**src/rtl/cs_pkg.sv**
```systemverilog
// Shared constants and helpers for the CS result path (Y width, FIFO sizing,
// warm-up length, drop-counter width).
package cs_pkg;

  localparam int CS_Y_W        = 10;
  localparam int CS_FIFO_DEPTH = 8;
  localparam int CS_WARMUP     = 8;
  localparam int CS_DROP_CNT_W = 8;

  localparam logic [CS_DROP_CNT_W-1:0] CS_DROP_MAX = 8'd255;

  // Per-cycle events of the result FIFO, grouped for easy observation.
  typedef struct packed {
    logic pop;
    logic push;
    logic drop;
    logic discard;
  } cs_fifo_ev_t;

  function automatic logic [CS_DROP_CNT_W-1:0] cs_sat_inc(
    input logic [CS_DROP_CNT_W-1:0] v
  );
    return (v == CS_DROP_MAX) ? v : v + 1'b1;
  endfunction

endpackage

```
**src/rtl/cs_fifo_ram.sv**
```systemverilog
// DEPTH x WIDTH register file for the result FIFO: one synchronous write
// port, one asynchronous read port, storage is not reset.
module cs_fifo_ram #(
  parameter int WIDTH = 10,
  parameter int DEPTH = 8,
  localparam int AW   = $clog2(DEPTH)
) (
  input  logic             clk,
  input  logic             we,
  input  logic [AW-1:0]    waddr,
  input  logic [WIDTH-1:0] wdata,
  input  logic [AW-1:0]    raddr,
  output logic [WIDTH-1:0] rdata
);

  logic [WIDTH-1:0] mem_q [DEPTH];

  always_ff @(posedge clk) begin
    if (we) begin
      mem_q[waddr] <= wdata;
    end
  end

  assign rdata = mem_q[raddr];

endmodule

```
**src/rtl/cs_result_fifo.sv**
```systemverilog
// Result FIFO behind the CS block: discards warm-up samples, buffers Y results
// and tracks drops. Define CS_PEAK_TRACK_EN to add the peak_y output.
module cs_result_fifo
  import cs_pkg::*;
#(
  parameter int WIDTH  = CS_Y_W,
  parameter int DEPTH  = CS_FIFO_DEPTH,  // power of two, >= 2
  parameter int WARMUP = CS_WARMUP,
  localparam int AW    = $clog2(DEPTH),
  localparam int CW    = AW + 1
) (
  input  logic                     clk,
  input  logic                     reset,
  input  logic [WIDTH-1:0]         y_in,
  input  logic                     y_in_valid,
  output logic [WIDTH-1:0]         out_data,
  output logic                     out_valid,
  input  logic                     out_ready,
  output logic                     full,
  output logic                     empty,
  output logic [CW-1:0]            count,
  output logic                     overflow,
  output logic [CS_DROP_CNT_W-1:0] drop_cnt,
`ifdef CS_PEAK_TRACK_EN
  output logic [WIDTH-1:0]         peak_y,
`endif
  input  logic                     clr_ovf
);

  localparam int WARM_W = (WARMUP < 1) ? 1 : $clog2(WARMUP + 1);
  localparam logic [WARM_W-1:0] WARM_END = WARM_W'(WARMUP);
  localparam logic [CW-1:0]     CNT_FULL = CW'(DEPTH);

  logic [AW-1:0]            wr_ptr_q, wr_ptr_d;
  logic [AW-1:0]            rd_ptr_q, rd_ptr_d;
  logic [CW-1:0]            count_q, count_d;
  logic [WARM_W-1:0]        warm_cnt_q, warm_cnt_d;
  logic                     overflow_q, overflow_d;
  logic [CS_DROP_CNT_W-1:0] drop_cnt_q, drop_cnt_d;
  logic                     warm_done;
  logic [WIDTH-1:0]         rd_data;
  cs_fifo_ev_t              ev;

  assign warm_done = (warm_cnt_q == WARM_END);
  assign full      = (count_q == CNT_FULL);
  assign empty     = (count_q == '0);
  assign out_valid = !empty;

  // Output handshake: a result transfers on any rising edge where
  // out_valid && out_ready; out_data holds steady while out_valid && !out_ready.
  // y_in has no backpressure: a valid sample that cannot be stored is dropped.
  always_comb begin
    ev         = '0;
    ev.pop     = out_valid && out_ready;
    ev.discard = y_in_valid && !warm_done;
    ev.push    = y_in_valid && warm_done && (!full || ev.pop);
    ev.drop    = y_in_valid && warm_done && full && !ev.pop;
  end

  always_comb begin
    wr_ptr_d   = wr_ptr_q;
    rd_ptr_d   = rd_ptr_q;
    count_d    = count_q;
    warm_cnt_d = warm_cnt_q;
    overflow_d = overflow_q;
    drop_cnt_d = drop_cnt_q;

    if (ev.push) wr_ptr_d = wr_ptr_q + 1'b1;
    if (ev.pop)  rd_ptr_d = rd_ptr_q + 1'b1;

    case ({ev.push, ev.pop})
      2'b10:   count_d = count_q + 1'b1;
      2'b01:   count_d = count_q - 1'b1;
      default: count_d = count_q;
    endcase

    if (ev.discard) warm_cnt_d = warm_cnt_q + 1'b1;

    // A drop in the same cycle as clr_ovf restarts the tally at one.
    if (ev.drop) begin
      overflow_d = 1'b1;
      drop_cnt_d = clr_ovf ? CS_DROP_CNT_W'(1) : cs_sat_inc(drop_cnt_q);
    end else if (clr_ovf) begin
      overflow_d = 1'b0;
      drop_cnt_d = '0;
    end
  end

  always_ff @(posedge clk or negedge reset) begin
    if (!reset) begin
      wr_ptr_q   <= '0;
      rd_ptr_q   <= '0;
      count_q    <= '0;
      warm_cnt_q <= '0;
      overflow_q <= 1'b0;
      drop_cnt_q <= '0;
    end else begin
      wr_ptr_q   <= wr_ptr_d;
      rd_ptr_q   <= rd_ptr_d;
      count_q    <= count_d;
      warm_cnt_q <= warm_cnt_d;
      overflow_q <= overflow_d;
      drop_cnt_q <= drop_cnt_d;
    end
  end

  cs_fifo_ram #(
    .WIDTH (WIDTH),
    .DEPTH (DEPTH)
  ) u_ram (
    .clk   (clk),
    .we    (ev.push),
    .waddr (wr_ptr_q),
    .wdata (y_in),
    .raddr (rd_ptr_q),
    .rdata (rd_data)
  );

  assign out_data = empty ? '0 : rd_data;
  assign count    = count_q;
  assign overflow = overflow_q;
  assign drop_cnt = drop_cnt_q;

`ifdef CS_PEAK_TRACK_EN
  logic [WIDTH-1:0] peak_q, peak_d;
  logic [WIDTH-1:0] peak_base;

  // clr_ovf zeroes the running peak before a coincident push is folded in.
  always_comb begin
    peak_base = clr_ovf ? '0 : peak_q;
    peak_d    = peak_base;
    if (ev.push && (y_in > peak_base)) peak_d = y_in;
  end

  always_ff @(posedge clk or negedge reset) begin
    if (!reset) peak_q <= '0;
    else        peak_q <= peak_d;
  end

  assign peak_y = peak_q;
`endif

endmodule

```
**config.mk**
```make
export PLATFORM = sky130hd
export DESIGN_NAME = cs_result_fifo
export DESIGN_NICKNAME = d
export VERILOG_FILES = /design/src/rtl/cs_pkg.sv /design/src/rtl/cs_fifo_ram.sv /design/src/rtl/cs_result_fifo.sv
export SDC_FILE = /design/constraint.sdc
export NUM_CORES = 1
export LEC_CHECK = 0
export ABC_AREA = 1
export BUFFER_PORTS_ARGS = -buffer_cell sky130_fd_sc_hd__buf_2
export CAP_MARGIN = 20
export CORE_MARGIN = 4
export CORE_UTILIZATION = 50
export DETAILED_ROUTE_END_ITERATION = 12
export GPL_TIMING_DRIVEN = 0
export MAX_ROUTING_LAYER = met4
export PLACE_DENSITY_LB_ADDON = 0.25
export REMOVE_ABC_BUFFERS = 1
export SYNTH_ARGS = -nofsm -noshare
export SYNTH_HDL_FRONTEND = slang
export SYNTH_HIERARCHICAL = 1
export SYNTH_SLANG_ARGS = --single-unit
```
**constraint.sdc**
```tcl
create_clock -name clk -period 6.67 [get_ports clk]
set_clock_uncertainty 0.1 [all_clocks]
set_input_delay 0 -clock clk [delete_from_list [all_inputs] [get_ports clk]]
set_output_delay 0 -clock clk [all_outputs]
set_load 0.005 [all_outputs]
```
==> metrics.md <==
| Metric | Value |
|---|---|
| Outcome | `finished clean` |
| RSZ-0062 raised after global routing | `no` |
| MaxCap Viol Count | `0` |
| Post-synthesis compound-gate area fraction | `between 2 and 2.5%` |
| CTS max path bufs | `2` |
| Top cells by area, synth | `edfxtp_1 (48%), nand2_1 (12%), dfrtp_1 (11%), inv_1 (8.4%), nand3_1 (5.2%)` |
| Vias | `between 3000 and 4000` |
| Final nets | `612` |
| Root Buffer | `clkbuf_8` |
| PortBufs | `40` |
| Post-synthesis adder-cell area fraction | `1.49%` |
| Cts bufs inserted | `9` |
| Die ar. | `roughly 12000 µm²` |
| Setup crit start kind | `flop` |
| CTS tree | `done` |
| Yosys warning total | `6` |
| Worst-margin pin slew | `889 ps` |
| Inserted Diodes | `0` |
| Final setup fails | `0` |
| Pwr dens | `between 300 and 400 nW/µm²` |
| Final Hold Fails | `0` |
| Vias/cell | `roughly 4.8` |
| WL/cell | `between 10 and 15 µm` |
| Max VDD drop | `170 µV` |
| Die width | `approximately 110 µm` |
| Post-CTS Setup Inserts | `0` |
| DR iter-0 viols | `179` |
| Worst path buffer plus inverter count | `3` |
| Combinational family with the most area after synthesis | `simple AND/OR/NAND/NOR gates` |
| FMAX | `approximately 370 MHz` |
| Clock Latency Late Sink | `between 300 and 400 ps` |
| Simple-Gate Fraction of Synth Area | `a little under a quarter` |
| Initial antenna violation count | `0` |
| Synth area leader | `edfxtp_1` |
| Area Overhead vs Synth | `13.0%` |
| Largest net degree at the start of global routing | `between 40 and 50` |
| Most used cell, CP | `nand2_1` |
| HPWL Detailed | `between 6 and 7 mm` |
| Routed Antenna Nets | `0` |
| Worst path cell trace | `inv_1 > nand3_1 > nand2_1 > nand2_1 > nand2_1 > inv_1 > nor2_1 > buf_2` |
| Post-synth design cell area | `~5000 µm²` |
| FP Rows | `36` |
| Reg2Reg Depth | `9` |
| Delay-heaviest family, CP | `flip-flops` |
| Share of cells above drive strength 1 | `15.9%` |
| Overflow after GRT | `0` |
| Ys async rst share | `between 20% and 30%` |
| Critical Path RT | `between 6000 and 7000 ps` |
| Clock Sinks | `103` |
| Post-synthesis mux area share | `0.224%` |
| Gpl congestion | `~0.85` |
| Post-synth EDFFs | `80` |
| Relative max-transition margin | `40.8%` |
| Main synth FF type | `edfxtp_1` |
| Sequential-to-total area share from yosys stat | `59.2%` |
| CTS H-Tree Depth | `3` |
| Number of synthesized register bits | `103` |
| Hold WC Path Type | `in -> async` |
| Final worst path period need | `roughly 2700 ps` |
| CTS clk-pin slew, worst paths | `around 90 ps` |
| Initial Util | `around half` |
| Sequential Area | `roughly 3000 µm²` |
| Placement Setup Slack | `about 3900 ps` |
| Total core area | `9770 µm²` |
| Top cells by count, synth | `nand2_1 (156), inv_1 (112), edfxtp_1 (80), nand3_1 (52), nor2_1 (24)` |
| Final worst slack | `between 3000 and 4000 ps` |
| Number of fill cells in the layout | `slightly above 800` |
| Reg2reg setup slack | `between 4000 and 5000 ps` |
| Reg-to-Reg End | `u_ram/mem_q[2][7]` |
| Die height | `108 µm` |
| Slew Viols, Final | `0` |
| GRT Util Overall | `approximately 19%` |
| Tcrit/Tclk final | `roughly 40%` |
| Post-Syn Instances | `533` |
| Worst path max stage delay | `between 900 and 1000 ps` |
| Reg2reg start | `warm_cnt_q[0]` |
| Worst path slowest cell | `dfrtp_1` |
| Pleak | `around 2.7 nW` |
| DRC Markers | `0` |
| Top Ports | `41` |
| Critical Path Fanout Max | `23` |
| Placed Cells | `approximately 700` |
| Top-count cell post-synth | `nand2_1` |
| Mapped Avg Cell Area | `about 9.4 µm²` |
| CP endpoint kind | `primary output` |
| Worst EP arrival | `roughly 2600 ps` |
| Fin cells | `around 730` |
| XOR/XNOR Fraction of Synth Area | `between 1.5 and 2%` |
| 1st-pass router iterations | `4` |
| Fin Setup TNS | `0 ps` |
| Netlist cell types | `37` |
| Vias in the first global route | `~3300` |
| Multi-input logic area | `around 1500 µm²` |
| Synth top area share | `roughly 48%` |
| Critical path class | `reg -> out` |
| Fin util | `approximately 58%` |
| Total power | `1.90 mW` |
| Routed wire length | `between 9 and 10 mm` |
| First-pass GRT wire length | `approximately 16 mm` |
-- through the flow --
step	hold WS (ps)	instance area (µm²)
2_1_floorplan	-396	4910
3_3_place_gp	-95.4	5280
3_5_place_dp	-93.2	5360
4_1_cts	35.5	5670
5_1_grt	71.8	5690
6_report	30.7	5690
-- how the worst max path moves through the flow --
stage / from / to / slack, ps / depth (start not counted)
2_1_floorplan: warm_cnt_q[0] / u_ram/mem_q[1][0] / 4480 / 8
3_3_place_gp: warm_cnt_q[0] / u_ram/mem_q[0][0] / 3850 / 8
3_5_place_dp: warm_cnt_q[0] / u_ram/mem_q[4][4] / 3870 / 8
4_1_cts: rd_ptr_q[1] / out_data[2] / 3770 / 8
5_1_grt: rd_ptr_q[1] / out_data[2] / 3680 / 8
6_report: rd_ptr_q[1] / out_data[2] / 3930 / 8
-- cells in the final DEF, fill, tap and decap left out, drive strengths merged --
| master | n |
|---|---|
| o31ai | 1 |
| buf | 48 |
| o21bai | 1 |
| nand3 | 53 |
| mux2 | 1 |
| o21a | 1 |
| dlygate4sd3 | 14 |
| o21ai | 9 |
| edfxtp | 80 |
| inv | 119 |
| nand2 | 173 |
| o22ai | 1 |
| clkbuf | 9 |
| or2 | 1 |
| o211ai | 1 |
| xnor2 | 5 |
| nor2 | 28 |
| nor3 | 1 |
| a21oi | 4 |
| dfrtp | 23 |
| ha | 6 |
| nand4 | 6 |
| clkinv | 5 |
| xor2 | 6 |
-- state kept, by name (all words and copies together) (netlist names) --
register,flops
count,4
warm_cnt_q,4
u_ram/mem_q,80
rd_ptr_q,3
overflow,1
wr_ptr_q,3
drop_cnt,8
-- power by group --
part / total, mW / internal, mW / switching (mW)
combinational: 0.672 / 0.269 / 0.403
clock: 0.355 / 0.140 / 0.215
sequential: 0.869 / 0.740 / 0.129
total: 1.90 / 1.15 / 0.747
-- metal layers --
metal  GRT usage, %  share of wire (%)  vias to the layer above
li1               -                  -                     1772
met1           23.2                 43                     1604
met2           30.5                 49                       80
met3           3.16                5.9                       14
met4           6.85                1.7                        0
met5              -                  0                        -
-- cell families (layout without fill, tap and decap cells) --
group           after synthesis  count (layout)
buf+inv                     132             195
flops                       103             103
fa+ha+maj                     6               6
xor+xnor                     11              11
compound gates               18              18
mux                           1               1
simple gates                262             262
-- cell type report --
type	instances	share of cell area, %
multi-input cells	298	26.1
clock inverters	7	0.968
inverters	117	7.86
clock buffers	9	2.18
repair buffers	62	7.57
well taps	133	2.93
flip-flops and latches	103	52.4
-- what timing repair did --
item	CTS	global route
hold buffers	14	0
hold endpoints to repair	118	0
resized for setup	0	0
(Power assumes the default switching activity.)
